[src/rtl/complete_stage_pkg.sv]
// Shared types for the completion stage: FU result packets, CDB/PRF/ROB
// broadcast packets, index widths and the zero-register constant.
package complete_stage_pkg;

  localparam int PRF_IDX_W = 6;
  localparam int ROB_IDX_W = 5;
  localparam int DATA_W    = 32;
  localparam int PC_W      = 32;

  // Physical register 0 is hard-wired zero: never written, never woken up.
  localparam logic [PRF_IDX_W-1:0] ZERO_REG = '0;

  typedef enum logic [1:0] {
    Q_EMPTY   = 2'd0,
    Q_PARTIAL = 2'd1,
    Q_FULL    = 2'd2
  } queue_state_e;

  typedef struct packed {
    logic                 valid;
    logic [PRF_IDX_W-1:0] pr_idx;
    logic [ROB_IDX_W-1:0] rob_idx;
    logic [DATA_W-1:0]    dest_value;
    logic                 take_branch;
    logic [PC_W-1:0]      target_pc;
  } FU_COMPLETE_PACKET;

  typedef struct packed {
    logic                 valid;
    logic [PRF_IDX_W-1:0] pr_idx;
    logic [ROB_IDX_W-1:0] rob_idx;
  } CDB_PACKET;

  typedef struct packed {
    logic                 en;
    logic [PRF_IDX_W-1:0] idx;
    logic [DATA_W-1:0]    value;
  } FU_PRF_PACKET;

  typedef struct packed {
    logic                 valid;
    logic [ROB_IDX_W-1:0] rob_idx;
    logic                 take_branch;
    logic [PC_W-1:0]      target_pc;
  } ROB_CMPL_PACKET;

endpackage

[src/rtl/complete_stage_if.sv]
// Bundle of FU-side input, control inputs and broadcast outputs of the
// completion stage. The stage uses the slave view; its environment the master.
interface complete_stage_if;
  import complete_stage_pkg::*;

  FU_COMPLETE_PACKET fu_complete_in;
  logic              squash;
  logic              rob_ready;
  logic              stall_out;
  CDB_PACKET         cdb_out;
  FU_PRF_PACKET      prf_wr_out;
  ROB_CMPL_PACKET    rob_cmpl_out;

  modport slave (
    input  fu_complete_in,
    input  squash,
    input  rob_ready,
    output stall_out,
    output cdb_out,
    output prf_wr_out,
    output rob_cmpl_out
  );

  modport master (
    output fu_complete_in,
    output squash,
    output rob_ready,
    input  stall_out,
    input  cdb_out,
    input  prf_wr_out,
    input  rob_cmpl_out
  );

endinterface

[src/rtl/complete_fifo.sv]
// In-order completion queue of FU_COMPLETE_PACKET entries with push, pop and
// flush. Occupancy is tracked by a count plus an EMPTY/PARTIAL/FULL state.
module complete_fifo
  import complete_stage_pkg::*;
#(
  parameter int DEPTH = 4
) (
  input  logic                      clock,
  input  logic                      reset,
  input  logic                      i_push,
  input  logic                      i_pop,
  input  logic                      i_flush,
  input  FU_COMPLETE_PACKET         i_data,
  output FU_COMPLETE_PACKET         o_head,
  output logic                      o_empty,
  output logic [$clog2(DEPTH):0]    o_count
);

  localparam int                 PTR_W   = $clog2(DEPTH);
  localparam logic [PTR_W:0]     DEPTH_C = DEPTH[PTR_W:0];
  localparam logic [PTR_W:0]     ONE_C   = {{PTR_W{1'b0}}, 1'b1};
  localparam logic [PTR_W-1:0]   PTR_ONE = {{(PTR_W-1){1'b0}}, 1'b1};

  FU_COMPLETE_PACKET r_mem [DEPTH];
  logic [PTR_W-1:0]  r_head;
  logic [PTR_W-1:0]  r_tail;
  logic [PTR_W:0]    r_count;
  logic [PTR_W:0]    w_count_nxt;
  queue_state_e      r_state;
  queue_state_e      w_state_nxt;
  logic              w_full;
  logic              w_push;
  logic              w_pop;

  // A full queue ignores input even when it pops this cycle; flush wins over both.
  assign w_full  = (r_state == Q_FULL);
  assign o_empty = (r_state == Q_EMPTY);
  assign w_push  = i_push & ~w_full & ~i_flush;
  assign w_pop   = i_pop & ~o_empty & ~i_flush;
  assign o_head  = r_mem[r_head];
  assign o_count = r_count;

  // Next occupancy and queue state from push/pop/flush.
  always_comb begin
    w_count_nxt = r_count;
    w_state_nxt = r_state;
    if (i_flush) begin
      w_count_nxt = '0;
      w_state_nxt = Q_EMPTY;
    end else begin
      unique case ({w_push, w_pop})
        2'b10:   w_count_nxt = r_count + ONE_C;
        2'b01:   w_count_nxt = r_count - ONE_C;
        default: w_count_nxt = r_count;
      endcase
      unique case (r_state)
        Q_EMPTY: begin
          if (w_push) w_state_nxt = Q_PARTIAL;
        end
        Q_PARTIAL: begin
          if (w_push && !w_pop && (r_count + ONE_C == DEPTH_C))
            w_state_nxt = Q_FULL;
          else if (w_pop && !w_push && (r_count == ONE_C))
            w_state_nxt = Q_EMPTY;
        end
        Q_FULL: begin
          if (w_pop) w_state_nxt = Q_PARTIAL;
        end
        default: w_state_nxt = Q_EMPTY;
      endcase
    end
  end

  // Pointer, count and state registers; flush and reset empty the queue.
  always_ff @(posedge clock or negedge reset) begin
    if (!reset) begin
      r_head  <= '0;
      r_tail  <= '0;
      r_count <= '0;
      r_state <= Q_EMPTY;
    end else begin
      if (i_flush) begin
        r_head <= '0;
        r_tail <= '0;
      end else begin
        if (w_push) r_tail <= r_tail + PTR_ONE;
        if (w_pop)  r_head <= r_head + PTR_ONE;
      end
      r_count <= w_count_nxt;
      r_state <= w_state_nxt;
    end
  end

  // Entry storage; contents are only observed while the queue holds them.
  always_ff @(posedge clock) begin
    if (w_push) r_mem[r_tail] <= i_data;
  end

endmodule

[src/rtl/complete_stage.sv]
// Completion stage: queues FU results in order and broadcasts the head entry
// on the CDB, PRF write port and ROB completion port when the ROB is ready.
// Optional statistics counters are built when COMPLETE_STAGE_STATS_EN is defined.
module complete_stage
  import complete_stage_pkg::*;
#(
  parameter int DEPTH = 4
) (
  input  logic                 clock,
  input  logic                 reset,
  complete_stage_if.slave      bus
`ifdef COMPLETE_STAGE_STATS_EN
  ,
  output logic [31:0]          cmpl_count,
  output logic [31:0]          stall_cycles,
  output logic [31:0]          squash_drops
`endif
);

  localparam int             CNT_W   = $clog2(DEPTH) + 1;
  localparam logic [CNT_W-1:0] DEPTH_C = DEPTH[CNT_W-1:0];

  FU_COMPLETE_PACKET w_head;
  logic              w_empty;
  logic [CNT_W-1:0]  w_count;
  logic              w_push;
  logic              w_fire;
  logic              w_nonzero;

  // Squash drops the same-cycle input; stall is purely registered state.
  assign w_push         = bus.fu_complete_in.valid & ~bus.squash;
  assign bus.stall_out  = (w_count == DEPTH_C);
  assign w_fire         = ~w_empty & w_head.valid & bus.rob_ready & ~bus.squash;
  assign w_nonzero      = (w_head.pr_idx != ZERO_REG);

  complete_fifo #(
    .DEPTH (DEPTH)
  ) u_fifo (
    .clock   (clock),
    .reset   (reset),
    .i_push  (w_push),
    .i_pop   (w_fire),
    .i_flush (bus.squash),
    .i_data  (bus.fu_complete_in),
    .o_head  (w_head),
    .o_empty (w_empty),
    .o_count (w_count)
  );

  // Broadcast the head entry; the zero register only completes in the ROB.
  always_comb begin
    bus.cdb_out      = '0;
    bus.prf_wr_out   = '0;
    bus.rob_cmpl_out = '0;
    if (w_fire) begin
      bus.rob_cmpl_out.valid       = 1'b1;
      bus.rob_cmpl_out.rob_idx     = w_head.rob_idx;
      bus.rob_cmpl_out.take_branch = w_head.take_branch;
      bus.rob_cmpl_out.target_pc   = w_head.target_pc;
      if (w_nonzero) begin
        bus.cdb_out.valid    = 1'b1;
        bus.cdb_out.pr_idx   = w_head.pr_idx;
        bus.cdb_out.rob_idx  = w_head.rob_idx;
        bus.prf_wr_out.en    = 1'b1;
        bus.prf_wr_out.idx   = w_head.pr_idx;
        bus.prf_wr_out.value = w_head.dest_value;
      end
    end
  end

`ifdef COMPLETE_STAGE_STATS_EN
  function automatic logic [31:0] sat_add32(input logic [31:0] a, input logic [31:0] b);
    logic [32:0] s;
    s = {1'b0, a} + {1'b0, b};
    return s[32] ? 32'hFFFF_FFFF : s[31:0];
  endfunction

  logic [31:0] r_cmpl_count;
  logic [31:0] r_stall_cycles;
  logic [31:0] r_squash_drops;

  // Saturating event counters: broadcasts, stalled cycles, squashed entries.
  always_ff @(posedge clock or negedge reset) begin
    if (!reset) begin
      r_cmpl_count   <= '0;
      r_stall_cycles <= '0;
      r_squash_drops <= '0;
    end else begin
      if (w_fire)        r_cmpl_count   <= sat_add32(r_cmpl_count, 32'd1);
      if (bus.stall_out) r_stall_cycles <= sat_add32(r_stall_cycles, 32'd1);
      if (bus.squash)    r_squash_drops <= sat_add32(r_squash_drops, 32'(w_count));
    end
  end

  assign cmpl_count   = r_cmpl_count;
  assign stall_cycles = r_stall_cycles;
  assign squash_drops = r_squash_drops;
`endif

endmodule

[src/flat_wrapper.sv]
// flat-port wrapper written by rule: the top's interface ports become plain ports
module complete_stage_flat import complete_stage_pkg::*;
#(
  parameter int DEPTH = 4
)
  (clock, reset, bus_fu_complete_in, bus_squash, bus_rob_ready, bus_stall_out, bus_cdb_out, bus_prf_wr_out, bus_rob_cmpl_out);
  complete_stage_if bus_i ();
  input  logic clock;
  input  logic reset;
  input wire logic [$bits(bus_i.fu_complete_in)-1:0] bus_fu_complete_in;
  input wire logic [$bits(bus_i.squash)-1:0] bus_squash;
  input wire logic [$bits(bus_i.rob_ready)-1:0] bus_rob_ready;
  output wire logic [$bits(bus_i.stall_out)-1:0] bus_stall_out;
  output wire logic [$bits(bus_i.cdb_out)-1:0] bus_cdb_out;
  output wire logic [$bits(bus_i.prf_wr_out)-1:0] bus_prf_wr_out;
  output wire logic [$bits(bus_i.rob_cmpl_out)-1:0] bus_rob_cmpl_out;
  assign bus_i.fu_complete_in = bus_fu_complete_in;
  assign bus_i.squash = bus_squash;
  assign bus_i.rob_ready = bus_rob_ready;
  assign bus_stall_out = bus_i.stall_out;
  assign bus_cdb_out = bus_i.cdb_out;
  assign bus_prf_wr_out = bus_i.prf_wr_out;
  assign bus_rob_cmpl_out = bus_i.rob_cmpl_out;
  complete_stage #(.DEPTH(DEPTH)) u_core (.clock(clock), .reset(reset), .bus(bus_i));
endmodule
[config.mk]
export PLATFORM = sky130hd
export DESIGN_NAME = complete_stage_flat
export DESIGN_NICKNAME = d
export VERILOG_FILES = /design/src/rtl/complete_stage_pkg.sv /design/src/rtl/complete_stage_if.sv /design/src/rtl/complete_fifo.sv /design/src/rtl/complete_stage.sv /design/src/flat_wrapper.sv
export SDC_FILE = /design/constraint.sdc
export NUM_CORES = 1
export LEC_CHECK = 0
export CORE_ASPECT_RATIO = 0.75
export CORE_MARGIN = 5
export CORE_UTILIZATION = 55
export DETAILED_ROUTE_END_ITERATION = 10
export PLACE_DENSITY = 0.85
export SLEW_MARGIN = 20
export SYNTH_ARGS = -nofsm -noshare
export SYNTH_HDL_FRONTEND = slang
export SYNTH_HIERARCHICAL = 1
export SYNTH_SLANG_ARGS = --single-unit
export TNS_END_PERCENT = 5
[constraint.sdc]
create_clock -name clock -period 4.6 [get_ports clock]
set_clock_uncertainty 0.1 [all_clocks]
set_input_delay 0.69 -clock clock [delete_from_list [all_inputs] [get_ports clock]]
set_output_delay 0.69 -clock clock [all_outputs]
set_load 0.05 [all_outputs]
==> metrics.cfg, run 1 <==
[floorplan]
placement_rows = 48
io-pin-count = 172
die-area_sq_um = 26400
initial_standard_cell_utilization_of_the_core = 0.557
chipWidth_microns = 186
floorplan.core_area_sq_um = 22900
fp.dieH_microns = 142

[final_layout]
final_layout_size_suffix_gt1_frac = 0.202
final_net_count = 892
syn2layout_area_growth_pct = 22.4
postLayoutCoreUtil = 0.681
antenna-diode-count = 0

[hold_path]
holdCritPathClass = in -> async

[clock_network]
cts_made_buffers = 29
tritoncts = yes
worstSkewPairLatency_ns = 0.54
clock-root-buffer = clkbuf_16
clk_pin_slew_worst_paths_ns = 0.06
cts_num_sinks = 317
maximum_root_to_sink_buffer_count = 3
clock_tree.htree_level_count = 1

[synth]
synth_top_family_by_area = multiplexers
syn-instance-count = 629
netlist-cell-type-count = 41
synthXorXnorAreaFrac = 0.00343
synth_top_area_share = 0.724
yosysTopAreaCell = edfxtp_1
synth.area.top_cells = edfxtp_1, mux4_2, and2_1, a211oi_2, dfrtp_1
synthAdderAreaFrac = 0.00784
ffs_w_async_s_r_synth = 0.0284
synth-warning-count = 6
area_fraction_in_compound_gates_after_synthesis = 0.0387
synth_seq_area_share = 0.742
syn_area_sq_um = 12800
mappedNetlistNets = 718
syn-mean-instance-area_sq_um = 20.3
synth-simple-area-share = 0.0365
yosys-top-cells-count = edfxtp_1, mux4_2, and2_1
number_of_enable_type_register_cells_in_the_synthesized_netlist = 308
ys_seq_elements = 317
synth_most_common_cell = edfxtp_1
synth_mux_area_frac = 0.137
postSynth.topFlopCell = edfxtp_1

[sta]
fmaxAchievable_mhz = 239
grt_setup_unrepaired = false
worstMarginPinSlew_ns = 0.608
setup_total_negative_slack_ns = 0
hold_violation_total_from_the_final_report = 0
finalWorstPathRequiredPeriod_ns = 4.18
final_max_slew_viol_count = 0
finalSetupViolations = 0
final.period_utilization = 0.909
timing.max_slew.rel_slack = 0.595

[detailed_routing]
drt_pre_antenna_iters = 4
via_per_inst = 5.74
drt_drc_violations_left = 0
routed_via_count = 6436
drt_wl_total_microns = 25400
postRouteAntennaNets = 0
wire_per_inst_microns = 22.6
starting_drt_drc_count = 420

[worst_setup_path]
required_ns = 3.81
library_cell_contributing_the_largest_single_delay_on_the_critical_path = clkdlybuf4s50_1
peak_per_stage_delay_on_the_critical_path_ns = 0.77
timing.critical_path.cells = mux4_2 -> nor4_4 -> buf_12 -> a211oi_1 -> clkdlybuf4s50_1
timing.critical_path.to_type = output port
timing_worst_setup_path_type = reg -> out
crit_arrival_ns = 3.39
worst_setup_start_kind = flip-flop
cp_max_fo = 38

[global_route]
first_global_vias = 7067
grt_remaining_overflow = 0
grt_first_pass_wirelength_microns = 39800
antenna_violations_before_repair = 1
grt_start_max_net_pins = 49
gr-usage-all-layers = 0.197

[placement]
io_buffers = 171
hpwl_microns = 16100
finalWeightedCongestion = 0.749

[outcome]
outcome = finished, final reports clean

[flow_run]
max-cap-violations = 0

[pwr]
power_density_nw_per_um2 = 358
worst_ir_drop_on_vdd_v = 0.000277
total_leakage_power_nw = 5.01

## cell families (layout without fill, tap and decap cells)
logic type / after synthesis / after routing
DFF: 317 / 317
buffers and inverters: 90 / 283
AOI/OAI and AO/OA: 54 / 54
muxes: 78 / 78
and+or+nand+nor: 77 / 77
xor gates and xnor gates: 5 / 5
adders and majority gates: 8 / 8
## flip-flops by register name (all words and copies together), names as in the netlist
register,count
u_core/u_fifo/r_mem,308
u_core/u_fifo/r_tail,2
u_core/u_fifo/o_count,3
u_core/u_fifo/r_head,2
u_core/u_fifo/r_state,2
## critical path, delay by kind of cell, from the launching register on
family / cells / cell delay (ns)
buf+inv: 2 / 1.05
flops: 1 / 0.66
mux: 1 / 0.64
simple gates: 1 / 0.33
compound gates: 1 / 0.13
## timing repair
action / in CTS / in global routing
resized for setup: 0 / 2
hold buffers: 0 / 0
setup endpoints to repair: 0 / 3
buffers inserted: 0 / 0
## path summary, 6_finish.rpt
check | depth (start not counted) | slack (ns) | from | end
worst max-delay path | 5 | 0.42 | u_core/u_fifo/r_head[0] | bus_prf_wr_out[6]
worst min-delay path | 1 | 0.35 | reset | u_core/u_fifo/o_count[0]
worst max register to register | 7 | 1.44 | u_core/u_fifo/r_head[0] | u_core/u_fifo/o_count[2]
worst min register to register | 2 | 0.49 | u_core/u_fifo/r_tail[1] | u_core/u_fifo/r_tail[1]
max in group asynchronous | 1 | 3.71 | reset | u_core/u_fifo/r_head[0]
min in group clock | 2 | 0.49 | u_core/u_fifo/r_tail[1] | u_core/u_fifo/r_tail[1]
## stage by stage
step	total power (W)	cells	hold WS [ns]	worst slack (ns)	area (sq um)
2_1_floorplan	0.00339	629	0.294	0.973	12800
3_3_place_gp	0.00352	1072	0.435	0.703	14800
3_5_place_dp	0.00354	1072	0.481	0.572	14800
4_1_cts	0.00565	1122	0.346	0.154	15600
5_1_grt	0.00579	1122	0.361	0.257	15600
6_report	0.00559	1122	0.350	0.420	15600
## report_power, final
group | internal (W) | total [W] | switching, W
Combinational | 0.000118 | 0.000252 | 0.000135
Clock | 0.00116 | 0.00212 | 0.000957
Sequential | 0.00321 | 0.00322 | 0.0000142
Total | 0.00449 | 0.00559 | 0.00111
## cell usage in the layout, fill, tap and decap left out, drive strengths merged, types with 3 or more instances in the layout
cell type      instances
nor2                  14
clkinv                 5
a211oi                37
edfxtp               308
nand2                  4
ha                     8
xnor2                  3
nand2b                 3
dfrtp                  9
and2                  45
a21oi                  7
mux4                  77
buf                   24
clkdlybuf4s50        165
inv                   45
clkbuf                42
## area by class of cell
| class | count | area [sq um] |
|---|---|---|
| timing repair buffer | 189 | 1910 |
| multi-input combinational | 222 | 2880 |
| tap | 300 | 375 |
| inverter | 44 | 168 |
| clock buffer | 42 | 774 |
| fill | 1474 | 7310 |
| sequential | 317 | 9480 |
| clock inverter | 8 | 45.0 |
## layer usage
layer | global-route usage | vias up | share of wire
met4 | 0.0483 | 2 | 0.019
met3 | 0.0547 | 47 | 0.087
met2 | 0.330 | 263 | 0.50
li1 | - | 2838 | -
met5 | 0 | - | 0.00028
met1 | 0.261 | 3286 | 0.40
(Power assumes the default switching activity.)
==> run 2, diff against run 1 <==
--- a/config.mk
+++ b/config.mk
@@ -5,6 +5,7 @@
 export SDC_FILE = /design/constraint.sdc
 export NUM_CORES = 1
 export LEC_CHECK = 0
+export CAP_MARGIN = 20
 export CORE_ASPECT_RATIO = 0.75
 export CORE_MARGIN = 5
 export CORE_UTILIZATION = 55
==> results of run 2 <==
Same layout as run 1: the final DEF is identical, and so are final timing and power.
